<file path="src/rtl/csr_counter_pkg.sv">
// ----------------------------------------------------------------------------
// csr_counter_pkg
// Shared definitions for the counter/CSR bank:
//   - CSR address constants for user (read-only) and machine (read/write)
//     counter views, the high-half offset and mcountinhibit
//   - csr_op_e : CSR operation encoding issued by the decoder
//   - csr_sel_e: internal classification of a decoded CSR address
//   - mcountinhibit bit positions
//   - csr_apply_op: computes the new 32-bit value for RW/RS/RC
// ----------------------------------------------------------------------------
package csr_counter_pkg;

    typedef enum logic [1:0] {
        CSR_OP_READ = 2'b00,
        CSR_OP_RW   = 2'b01,
        CSR_OP_RS   = 2'b10,
        CSR_OP_RC   = 2'b11
    } csr_op_e;

    typedef enum logic [1:0] {
        SEL_CNT,
        SEL_TIME,
        SEL_INH
    } csr_sel_e;

    localparam logic [11:0] CSR_CYCLE         = 12'hC00;
    localparam logic [11:0] CSR_TIME          = 12'hC01;
    localparam logic [11:0] CSR_INSTRET       = 12'hC02;
    localparam logic [11:0] CSR_HPM_BASE      = 12'hC03;
    localparam logic [11:0] CSR_MCYCLE        = 12'hB00;
    localparam logic [11:0] CSR_MINSTRET      = 12'hB02;
    localparam logic [11:0] CSR_MHPM_BASE     = 12'hB03;
    localparam logic [11:0] CSR_HI_OFFSET     = 12'h080;
    localparam logic [11:0] CSR_MCOUNTINHIBIT = 12'h320;

    localparam int INH_CY       = 0;
    localparam int INH_IR       = 2;
    localparam int INH_HPM_BASE = 3;

    function automatic logic [31:0] csr_apply_op(
        input csr_op_e     op,
        input logic [31:0] old_val,
        input logic [31:0] wdata
    );
        case (op)
            CSR_OP_RW: return wdata;
            CSR_OP_RS: return old_val | wdata;
            CSR_OP_RC: return old_val & ~wdata;
            default:   return old_val;
        endcase
    endfunction

endpackage

</file>
<file path="src/rtl/csr_counter_bank_if.sv">
// ----------------------------------------------------------------------------
// csr_counter_bank_if
// Request/response channel between the instruction decoder (master) and the
// counter bank (slave). One request per cycle, registered response one cycle
// later, no backpressure.
//   csr_valid/csr_addr/csr_op/csr_wdata : request, driven by the master
//   csr_ready/csr_rdata/csr_illegal     : response, driven by the slave
// ----------------------------------------------------------------------------
interface csr_counter_bank_if;
    import csr_counter_pkg::*;

    logic        csr_valid;
    logic [11:0] csr_addr;
    csr_op_e     csr_op;
    logic [31:0] csr_wdata;
    logic        csr_ready;
    logic [31:0] csr_rdata;
    logic        csr_illegal;

    modport master (
        output csr_valid, csr_addr, csr_op, csr_wdata,
        input  csr_ready, csr_rdata, csr_illegal
    );

    modport slave (
        input  csr_valid, csr_addr, csr_op, csr_wdata,
        output csr_ready, csr_rdata, csr_illegal
    );

endinterface

</file>
<file path="src/rtl/csr_counter_slice.sv">
// ----------------------------------------------------------------------------
// csr_counter_slice
// One CNT_W-bit event counter with a 32-bit half-selected write port.
//   clk, rst   : clock, synchronous active-high reset
//   i_inc      : count one event this cycle
//   i_inhibit  : hold the current value (suppresses i_inc)
//   i_wr_en    : write the selected half with i_wdata (beats the increment)
//   i_wr_hi    : 1 selects bits [63:32], 0 selects bits [31:0]
//   i_wdata    : 32-bit write data
//   o_value    : current counter value
// ----------------------------------------------------------------------------
module csr_counter_slice #(
    parameter int CNT_W = 64
) (
    input  logic             clk,
    input  logic             rst,
    input  logic             i_inc,
    input  logic             i_inhibit,
    input  logic             i_wr_en,
    input  logic             i_wr_hi,
    input  logic [31:0]      i_wdata,
    output logic [CNT_W-1:0] o_value
);

    logic [CNT_W-1:0] r_count;
    logic [63:0]      w_cur64;
    logic [63:0]      w_wr64;

    // The write is merged in a 64-bit view so the untouched half keeps its
    // old value; for CNT_W==32 the high half falls off on truncation, which
    // is how a high-half write gets discarded.
    always_comb begin
        w_cur64 = 64'(r_count);
        w_wr64  = w_cur64;
        if (i_wr_hi) begin
            w_wr64[63:32] = i_wdata;
        end else begin
            w_wr64[31:0]  = i_wdata;
        end
    end

    // A write replaces that cycle's increment entirely.
    always_ff @(posedge clk) begin
        if (rst) begin
            r_count <= '0;
        end else if (i_wr_en) begin
            r_count <= w_wr64[CNT_W-1:0];
        end else if (i_inc && !i_inhibit) begin
            r_count <= r_count + CNT_W'(1);
        end
    end

    assign o_value = r_count;

endmodule

</file>
<file path="src/rtl/csr_counter_bank.sv">
// ----------------------------------------------------------------------------
// csr_counter_bank
// cycle, time, instret and N_HPM event counters with machine-mode
// CSRRW/CSRRS/CSRRC access, per-counter inhibit and a time prescaler.
//   clk, rst      : clock, synchronous active-high reset
//   i_inst_retire : one instruction retired this cycle
//   i_hpm_event   : bit i increments hpmcounter i this cycle
//   bus           : CSR request/response channel (slave side)
// Counter slice index: 0 = cycle, 1 = instret, 2+i = hpmcounter i.
// ----------------------------------------------------------------------------
module csr_counter_bank
    import csr_counter_pkg::*;
#(
    parameter int CNT_W    = 64,
    parameter int N_HPM    = 4,
    parameter int TIME_DIV = 100
) (
    input  logic                                 clk,
    input  logic                                 rst,
    input  logic                                 i_inst_retire,
    input  logic [(N_HPM > 0 ? N_HPM : 1)-1:0]   i_hpm_event,
    csr_counter_bank_if.slave                    bus
);

    localparam int NCNT  = 2 + N_HPM;
    localparam int DIV_W = (TIME_DIV > 1) ? $clog2(TIME_DIV) : 1;
    localparam logic [31:0] INH_MASK =
        32'h0000_0005 | (((32'h1 << N_HPM) - 32'h1) << INH_HPM_BASE);

    logic [CNT_W-1:0] w_cnt_val [NCNT];
    logic [CNT_W-1:0] r_time;
    logic [DIV_W-1:0] r_div;
    logic [31:0]      r_inhibit;
    logic             r_ready;
    logic [31:0]      r_rdata;
    logic             r_illegal;

    logic [11:0]      w_lo_addr;
    logic             w_hi;
    logic             w_user;
    logic             w_legal;
    csr_sel_e         w_kind;
    logic [5:0]       w_sel;
    logic [63:0]      w_rd64;
    logic [31:0]      w_old;
    logic [31:0]      w_new;
    logic             w_wr;

    // Address decode: fold the high-half offset away, then match the base.
    // mcountinhibit is checked first because 0x3A0 also folds onto 0x320.
    always_comb begin
        w_lo_addr = bus.csr_addr & ~CSR_HI_OFFSET;
        w_hi      = bus.csr_addr[7];
        w_user    = (bus.csr_addr[11:8] == 4'hC);
        w_legal   = 1'b0;
        w_kind    = SEL_CNT;
        w_sel     = '0;
        if (bus.csr_addr == CSR_MCOUNTINHIBIT) begin
            w_legal = 1'b1;
            w_kind  = SEL_INH;
            w_hi    = 1'b0;
        end else if (w_lo_addr == CSR_CYCLE || w_lo_addr == CSR_MCYCLE) begin
            w_legal = 1'b1;
            w_sel   = 6'd0;
        end else if (w_lo_addr == CSR_TIME) begin
            w_legal = 1'b1;
            w_kind  = SEL_TIME;
        end else if (w_lo_addr == CSR_INSTRET || w_lo_addr == CSR_MINSTRET) begin
            w_legal = 1'b1;
            w_sel   = 6'd1;
        end else if (w_lo_addr >= CSR_HPM_BASE &&
                     w_lo_addr < CSR_HPM_BASE + 12'(N_HPM)) begin
            w_legal = 1'b1;
            w_sel   = 6'(w_lo_addr - CSR_HPM_BASE + 12'd2);
        end else if (w_lo_addr >= CSR_MHPM_BASE &&
                     w_lo_addr < CSR_MHPM_BASE + 12'(N_HPM)) begin
            w_legal = 1'b1;
            w_sel   = 6'(w_lo_addr - CSR_MHPM_BASE + 12'd2);
        end
        // The 0xCxx shadows are read-only.
        if (w_user && bus.csr_op != CSR_OP_READ) begin
            w_legal = 1'b0;
        end
    end

    // Old-value mux and write-data computation; the old value is the
    // pre-edge register contents, so same-cycle increments are excluded.
    always_comb begin
        w_rd64 = '0;
        case (w_kind)
            SEL_CNT: begin
                for (int k = 0; k < NCNT; k++) begin
                    if (w_sel == 6'(k)) begin
                        w_rd64 = 64'(w_cnt_val[k]);
                    end
                end
            end
            SEL_TIME: w_rd64 = 64'(r_time);
            SEL_INH:  w_rd64 = {32'h0, r_inhibit};
            default:  w_rd64 = '0;
        endcase
        w_old = w_hi ? w_rd64[63:32] : w_rd64[31:0];
        w_new = csr_apply_op(bus.csr_op, w_old, bus.csr_wdata);
        w_wr  = bus.csr_valid && w_legal && (bus.csr_op != CSR_OP_READ) &&
                (w_kind != SEL_TIME);
    end

    for (genvar k = 0; k < NCNT; k++) begin : g_cnt
        logic w_inc;
        logic w_inh;
        if (k == 0) begin : g_cycle
            assign w_inc = 1'b1;
            assign w_inh = r_inhibit[INH_CY];
        end else if (k == 1) begin : g_instret
            assign w_inc = i_inst_retire;
            assign w_inh = r_inhibit[INH_IR];
        end else begin : g_hpm
            assign w_inc = i_hpm_event[k-2];
            assign w_inh = r_inhibit[INH_HPM_BASE + k - 2];
        end
        csr_counter_slice #(.CNT_W(CNT_W)) u_slice (
            .clk       (clk),
            .rst       (rst),
            .i_inc     (w_inc),
            .i_inhibit (w_inh),
            .i_wr_en   (w_wr && (w_kind == SEL_CNT) && (w_sel == 6'(k))),
            .i_wr_hi   (w_hi),
            .i_wdata   (w_new),
            .o_value   (w_cnt_val[k])
        );
    end

    // Time prescaler: time steps once every TIME_DIV clocks.
    always_ff @(posedge clk) begin
        if (rst) begin
            r_div  <= '0;
            r_time <= '0;
        end else if (r_div == DIV_W'(TIME_DIV - 1)) begin
            r_div  <= '0;
            r_time <= r_time + CNT_W'(1);
        end else begin
            r_div  <= r_div + DIV_W'(1);
        end
    end

    // Registered response and mcountinhibit. A request during reset is
    // dropped because the reset branch forces the response to idle.
    always_ff @(posedge clk) begin
        if (rst) begin
            r_ready   <= 1'b0;
            r_rdata   <= '0;
            r_illegal <= 1'b0;
            r_inhibit <= '0;
        end else begin
            r_ready   <= bus.csr_valid;
            r_rdata   <= (bus.csr_valid && w_legal) ? w_old : 32'h0;
            r_illegal <= bus.csr_valid && !w_legal;
            if (w_wr && w_kind == SEL_INH) begin
                r_inhibit <= w_new & INH_MASK;
            end
        end
    end

    assign bus.csr_ready   = r_ready;
    assign bus.csr_rdata   = r_rdata;
    assign bus.csr_illegal = r_illegal;

endmodule

</file>
<file path="src/flat_wrapper.sv">
// flat-port wrapper written by rule: the top's interface ports become plain ports
module csr_counter_bank_flat import csr_counter_pkg::*;
#(
    parameter int CNT_W    = 64,
    parameter int N_HPM    = 4,
    parameter int TIME_DIV = 100
)
  (clk, rst, i_inst_retire, i_hpm_event, bus_csr_valid, bus_csr_addr, bus_csr_op, bus_csr_wdata, bus_csr_ready, bus_csr_rdata, bus_csr_illegal);
  csr_counter_bank_if bus_i ();
  input  logic clk;
  input  logic rst;
  input  logic i_inst_retire;
  input  logic [(N_HPM > 0 ? N_HPM : 1)-1:0] i_hpm_event;
  input wire logic [$bits(bus_i.csr_valid)-1:0] bus_csr_valid;
  input wire logic [$bits(bus_i.csr_addr)-1:0] bus_csr_addr;
  input wire logic [$bits(bus_i.csr_op)-1:0] bus_csr_op;
  input wire logic [$bits(bus_i.csr_wdata)-1:0] bus_csr_wdata;
  output wire logic [$bits(bus_i.csr_ready)-1:0] bus_csr_ready;
  output wire logic [$bits(bus_i.csr_rdata)-1:0] bus_csr_rdata;
  output wire logic [$bits(bus_i.csr_illegal)-1:0] bus_csr_illegal;
  assign bus_i.csr_valid = bus_csr_valid;
  assign bus_i.csr_addr = bus_csr_addr;
  assign bus_i.csr_op = bus_csr_op;
  assign bus_i.csr_wdata = bus_csr_wdata;
  assign bus_csr_ready = bus_i.csr_ready;
  assign bus_csr_rdata = bus_i.csr_rdata;
  assign bus_csr_illegal = bus_i.csr_illegal;
  csr_counter_bank #(.CNT_W(CNT_W), .N_HPM(N_HPM), .TIME_DIV(TIME_DIV)) u_core (.clk(clk), .rst(rst), .i_inst_retire(i_inst_retire), .i_hpm_event(i_hpm_event), .bus(bus_i));
endmodule
</file>
<file path="config.mk">
export PLATFORM = sky130hd
export DESIGN_NAME = csr_counter_bank_flat
export DESIGN_NICKNAME = d
export VERILOG_FILES = /design/src/rtl/csr_counter_pkg.sv /design/src/rtl/csr_counter_bank_if.sv /design/src/rtl/csr_counter_slice.sv /design/src/rtl/csr_counter_bank.sv /design/src/flat_wrapper.sv
export SDC_FILE = /design/constraint.sdc
export NUM_CORES = 2
export LEC_CHECK = 0
export BUFFER_PORTS_ARGS = -buffer_cell sky130_fd_sc_hd__buf_2
export CAP_MARGIN = 20
export CORE_ASPECT_RATIO = 1.4
export CORE_MARGIN = 8
export CORE_UTILIZATION = 40
export CTS_BUF_LIST = sky130_fd_sc_hd__clkbuf_8
export DETAILED_ROUTE_END_ITERATION = 8
export PLACE_DENSITY_LB_ADDON = 0.08
export SYNTH_ARGS = -nofsm -noshare
export SYNTH_HDL_FRONTEND = slang
export SYNTH_HIERARCHICAL = 1
export SYNTH_SLANG_ARGS = --single-unit
</file>
<file path="constraint.sdc">
create_clock -name clk -period 5.4 [get_ports clk]
set_input_delay 0.54 -clock clk [delete_from_list [all_inputs] [get_ports clk]]
set_output_delay 0.54 -clock clk [all_outputs]
set_load 0.03 [all_outputs]
</file>
* Word-level counts from Yosys, hierarchy flattened
Cells that the tools add are included.
Word-level totals: bits of input ports 54, logic and storage cells 160, output and inout port bits 34, flip-flop bits (word level) 495
Cells by class: eq/ne operators 32, $add $sub $neg 12, mux-type cells 40, bitwise gates (word level) 4, reduce and logical (&&, ||, !) cells 50, $lt $le $gt $ge 4
Operators by type and width (number):
- $mux 64 | 18
- $add 64x1->64 const B | 7
- $pmux 64 s3 | 1
- $mux 32 | 3
- $pmux 32 s3 | 1
- $eq 11x11->1 const B | 5
- $mux 6 | 6
- $and 32x32->32 | 1
- $not 32->32 | 1
- $or 32x32->32 | 1
- $ge 12x12->1 const B | 2
- $lt 12x12->1 const B | 2
- $reduce_and 2->1 | 12
- $logic_and 1x1->1 | 20
- $ne 2x1->1 const B | 7
- $ne 2x2->1 const B | 7
- $add 6x2->6 const B | 2
- $eq 12x10->1 const B | 1
- $eq 6x2->1 const B | 2
- $eq 6x3->1 const B | 2
- $reduce_bool 2->1 | 6
- $sub 6x2->6 const B | 2
- $mux 1 | 9
- $add 7x1->7 const B | 1
- 12 further kinds | 23

* Longest topological paths before layout
word-level depth 21, gate-level depth with buffers 19, gate-level depth less buffers 16

* Hierarchy
Netlist, hierarchy kept.
Modules (own cells, without submodules):
- csr_counter_slice | times used 6, cells an instance 662, area each 4802.1 sq um, sequential area each 1281.2 sq um
- csr_counter_bank | times used 1, cells an instance 1388, area each 9720.6 sq um, sequential area each 2222.1 sq um

* Worst setup path before layout
OpenSTA, ideal clock, no wires.
kind input port to flip-flop, start in bus_csr_addr[1], end reg u_core.g_cnt[0].u_slice.r_count[20], slack 1.078 ns, path buffers 1, stages on the path 15, required time 5.296 ns, setup time 0.104 ns, arrival time 4.219 ns, cell sequence inv_1 -> ha_1 -> or3b_2 -> o21ai_2 -> nor3_4 -> a2111oi_4 -> clkbuf_1 -> nand2_1 -> nand3_1 -> a21o_1 -> o21ai_2 -> a22oi_1 -> nor2_1 -> o211a_1 -> a2111oi_2
Between the ends: longest elaborated chain between the ends 21, elaborated cells on any way between the ends 66, classes of those cells add/sub: 4; order compare: 4; eq/ne: 16; mux: 28; bitwise: 2; reduce/logical: 12
Ends and longest elaborated chain:
- start, declared | RTL line flat_wrapper.sv:15 | input wire logic [$bits(bus_i.csr_addr)-1:0] bus_csr_addr;
- $sub 6x2->6, or another cell as far along | RTL line csr_counter_bank.sv:74, csr_counter_bank.sv:78
- $add 6x2->6 / $logic_and 1x1->1 (equally long branches) | RTL line csr_counter_bank.sv:74, csr_counter_bank.sv:78, csr_counter_bank.sv:75
- $mux 6 | RTL line csr_counter_bank.sv:75 | end else if (w_lo_addr >= CSR_MHPM_BASE &&
- $mux 6 | RTL line csr_counter_bank.sv:71 | end else if (w_lo_addr >= CSR_HPM_BASE &&
- $mux 6 | RTL line csr_counter_bank.sv:68 | end else if (w_lo_addr == CSR_INSTRET || w_lo_addr == CSR_MINSTRET) begin
- $mux 6 | RTL line csr_counter_bank.sv:65 | end else if (w_lo_addr == CSR_TIME) begin
- $mux 6 | RTL line csr_counter_bank.sv:62 | end else if (w_lo_addr == CSR_CYCLE || w_lo_addr == CSR_MCYCLE) begin
- $mux 6 | RTL line csr_counter_bank.sv:58 | if (bus.csr_addr == CSR_MCOUNTINHIBIT) begin
- $logic_not 6->1 | RTL line csr_counter_bank.sv:93 | if (w_sel == 6'(k)) begin
- $mux 64 (6 in a row) | RTL line csr_counter_bank.sv:93
- $pmux 64 s3 | RTL line csr_counter_bank.sv:90 | case (w_kind)
- $mux 32 * | RTL line csr_counter_bank.sv:102 | w_old = w_hi ? w_rd64[63:32] : w_rd64[31:0];
- $and 32x32->32 / $or 32x32->32 (equally long branches) | RTL line csr_counter_pkg.sv:48, csr_counter_pkg.sv:47
- $pmux 32 s3 * | RTL line csr_counter_pkg.sv:45 | case (op)
- named net u_core.w_new[20] | RTL line csr_counter_bank.sv:46 | logic [31:0] w_new;
- $mux 32 * | RTL line csr_counter_slice.sv:35 | if (i_wr_hi) begin
- $mux 64 * | RTL line csr_counter_slice.sv:46 | end else if (i_wr_en) begin
- end signal, assigned | RTL line csr_counter_slice.sv:47 | r_count <= w_wr64[CNT_W-1:0];
- end signal, assigned | RTL line csr_counter_slice.sv:49 | r_count <= r_count + CNT_W'(1);
- end, declared | RTL line csr_counter_slice.sv:25 | logic [CNT_W-1:0] r_count;
Mark *: on every way through the listed nets, which the timed path passes. The rest lies on a longest branch. The select of a mux whose other input is x is not followed. A chain may end at the register's enable or synchronous reset.

* Final worst setup path
start in bus_csr_addr[0], end reg u_core.g_cnt[4].u_slice.r_count[58]
Between the ends: longest elaborated chain between the ends 21, elaborated cells on any way between the ends 66, classes of those cells add/sub: 4; order compare: 4; eq/ne: 15; mux: 28; bitwise: 2; reduce/logical: 13
Ends and longest elaborated chain (RTL line):
- $sub 6x2->6, or another cell as far along | csr_counter_bank.sv:74, csr_counter_bank.sv:78
- $add 6x2->6 / $logic_and 1x1->1 (equally long branches) | csr_counter_bank.sv:74, csr_counter_bank.sv:78, csr_counter_bank.sv:75
- $mux 6 | csr_counter_bank.sv:75
- $mux 6 | csr_counter_bank.sv:71
- $mux 6 | csr_counter_bank.sv:68
- $mux 6 | csr_counter_bank.sv:65
- $mux 6 | csr_counter_bank.sv:62
- $mux 6 | csr_counter_bank.sv:58
- $logic_not 6->1 | csr_counter_bank.sv:93
- $mux 64 (6 in a row) | csr_counter_bank.sv:93
- $pmux 64 s3 | csr_counter_bank.sv:90
- $mux 32 * | csr_counter_bank.sv:102
- $and 32x32->32 / $or 32x32->32 (equally long branches) | csr_counter_pkg.sv:48, csr_counter_pkg.sv:47
- $pmux 32 s3 * | csr_counter_pkg.sv:45
- named net u_core.w_new[26] | csr_counter_bank.sv:46
- $mux 32 * | csr_counter_slice.sv:35
- $mux 64 * | csr_counter_slice.sv:46
- end signal, assigned | csr_counter_slice.sv:47
- end signal, assigned | csr_counter_slice.sv:49
- end, declared | csr_counter_slice.sv:25
Marks and branches as above.

==> impl_metrics.yaml <==
yosys:
  syn-cell-area_um2: 38500
  ys_seq_area_frac: 0.257
  ys_ff_latch: 495
  synthArstFlopShare: 0
  synth_warnings: 6
  syn_avg_cell_area_um2: 7.19
  synth_ff_type: "dfxtp_1"
  synth.distinct_cells: 100
  netlist_instances: 5360
  synth_edf_count: 0
global_routing:
  use_met3: 0.109
  grt_max_degree: 111
  grt_pass1_vias: 44200
  grt_pass1_wl_um: 336000
  overflow: 0
  track_usage: 0.429
  use_met2: 0.652
  busiest_layer: "met2"
  grt_antenna_before_repair: 24
  grt_util_met1: 0.502
outcome:
  status: "finished clean"
hold_path:
  hold_class: "input pin to flip-flop"
  min_path_cells: 2
  worstHoldStart: "bus_csr_valid"
  hold_end: "u_core/bus.csr_ready$_SDFF_PP0_"
critical_path:
  max_stage_delay_ns: 0.72
  crit_top_cell: "buf_4"
  worstPathCellList: "buf_2 > inv_1 > buf_4 > ha_1 > nor3b_2 > nor4b_2 > nand2_1 > buf_4 > a21oi_4 > buf_4 > nor2_1 > o21ai_0 > nand3_1 > a22oi_2 > buf_4 > nand2_1 > a21boi_0 > a221oi_1"
  path_max_fanout: 13
  crit_family: "compound AO/OA/AOI/OAI gates"
  slowest_stage: "nor4b_2"
  rrSetupSlack_ns: 1.37
  crit_arrival_ns: 5.83
  reg2reg_from: "u_core/g_cnt[3].u_slice/o_value[21]$_SDFFE_PP0P_"
  worstSetupStartpointType: "input pin"
  critPathRequiredTime_ns: 6.07
  reg2reg_to: "u_core/g_cnt[0].u_slice/o_value[21]$_SDFFE_PP0P_"
  rr_worst_depth: 10
  path_class: "input pin to flip-flop"
  cp-end-kind: "flip-flop"
  cp.buffers_inverters: 6
clocking:
  cts.sinks: 495
  cts_root_buf: "clkbuf_8"
  hold_buffers: 0
  htree_levels: 3
  clk_pin_slew_worst_paths_ns: 0.06
  clock_latency_ns: 0.82
  clockBufferDepth: 3
  postCtsSetupBuffers: 0
  cts_tree: "done"
  cts_resized: 0
  numCtsBuffers: 94
place:
  dp_hpwl_um: 179000
  dp_cells: 6534
  portBuffers: 87
  place_congestion: 1.06
  place_ws_ns: -0.190
timing:
  maxSlewViolCount: 0
  skew_ns: 0.0488
  slew_headroom: 0.117
  period_share: 0.955
  worst_pin_slew_ns: 1.32
  rsz0062_at_grt: "no"
  fin_crit_ns: 5.16
  fin_ws_ns: 0.242
  fmax_mhz: 194
  fin_setup_tns_ns: 0
  setup_viol: 0
  finalHoldViolations: 0
routing:
  drt_wl_total_um: 241000
  drtPass1Iterations: 6
  drc: 0
  drtAntennaViolNets: 0
  first_iter_violations: 7101
  viasPerCell: 7.27
  vias: 48800
  avgRoutedWirePerCell_um: 35.9
floorplan:
  fp-row-count: 134
  core_um2: 95400
  dieArea_um2: 107000
  die_x_um: 278
  io_pins: 88
  start_util: 0.404
  die_h_um: 383
power_and_ir_drop:
  power_density_nw_per_um2: 210
  leakage_nw: 13.7
  peakVddDrop_mv: 0.186
layout:
  fin_nets: 5474
  nFillCells: 10000
  area_growth_pct: 11.8
  final_cell_mix: "nand2_1, dfxtp_1, nor2_1, a21oi_1, o21ai_0"
  fin_cells: 6715
  layout_commonest_cell: "nand2_1"
  drive_above_1_share: 0.123
run:
  max_cap_violations: 0
-- synth_stat cells (87+ instances only) --
cell      instances  area share
nand2_1         721       0.070
dfxtp_1         495        0.26
nor2_1          462       0.045
a21oi_1         344       0.045
o21ai_0         311       0.040
clkbuf_1        295       0.029
nand3_1         284       0.037
nand4_1         262       0.043
a31oi_1         180       0.029
nor3_1          140       0.018
and3_1          136       0.022
nor4_1          105       0.017
o211ai_1         97       0.019
inv_1            92      0.0090
a22oi_1          87       0.017
-- logic make-up after synthesis --
group,synth area share
other cells,0.0000973
compound gates,0.285
buf+inv,0.0573
simple gates,0.353
xor+xnor,0.0214
fa+ha+maj,0.00422
flops,0.257
mux,0.0217
-- through the flow --
stage	util	total power [W]	area (um^2)	hold slack (ns)
finish	0.452	0.00905	43100	0.103
global route	0.451	0.00922	43100	0.100
CTS	0.451	0.00901	43100	0.0411
detailed placement	0.431	0.00492	41100	0.450
global placement	0.431	0.00492	41100	0.434
floorplan	-	0.00422	38500	0.413
-- registers in the layout, summed over array words and instances, names as in the netlist --
signal                        cells
u_core/bus.csr_illegal            1
u_core/bus.csr_rdata             32
u_core/bus.csr_ready              1
u_core/g_cnt.u_slice/o_value    384
u_core/r_div                      7
u_core/r_inhibit                  6
u_core/r_time                    64
-- area by class of cell --
cell class              instances  area [um^2]  share of cell area
well taps                    1224         1530              0.0355
clock buffers                 121         1670              0.0386
clock inverters                48          307             0.00711
repair buffers                341         2670              0.0620
diodes                         11         27.5            0.000639
inverters                      92          345             0.00801
flip-flops and latches        495         9910               0.230
multi-input cells            4383        26600               0.618
-- per-layer routing --
metal,routed length (um),up-vias
li1,-,20700
met1,87800,23500
met2,102000,3549
met3,25300,1078
met4,25800,14
met5,81,-
-- power by group --
part | internal [W] | total, W | switching, W
Clock | 0.00215 | 0.00414 | 0.00199
Sequential | 0.00367 | 0.00374 | 0.0000627
Combinational | 0.000287 | 0.00117 | 0.000887
-- how the worst max path moves through the flow --
stage                                from                                          endpoint  cells after the start  slack, ns
final                     bus_csr_addr[0]  u_core/g_cnt[4].u_slice/o_value[58]$_SDFFE_PP0P_                     18       0.24
after floorplan           bus_csr_addr[1]  u_core/g_cnt[0].u_slice/o_value[20]$_SDFFE_PP0P_                     15       1.08
after global placement    bus_csr_addr[0]  u_core/g_cnt[5].u_slice/o_value[62]$_SDFFE_PP0P_                     18      -0.45
after detailed placement  bus_csr_addr[0]  u_core/g_cnt[1].u_slice/o_value[58]$_SDFFE_PP0P_                     18      -0.19
after global routing      bus_csr_addr[0]  u_core/g_cnt[4].u_slice/o_value[58]$_SDFFE_PP0P_                     18       0.34
after CTS                 bus_csr_addr[0]  u_core/g_cnt[3].u_slice/o_value[58]$_SDFFE_PP0P_                     18       0.64
-- worst reg2reg max path, delay by kind of cell, from the launching register on --
family	cells	cell delay, ns
and+or+nand+nor	3	0.42
buffers and inverters	1	0.30
DFF	1	0.72
AOI/OAI and AO/OA	6	2.52
No activity file was read; power rests on OpenSTA's default activity.
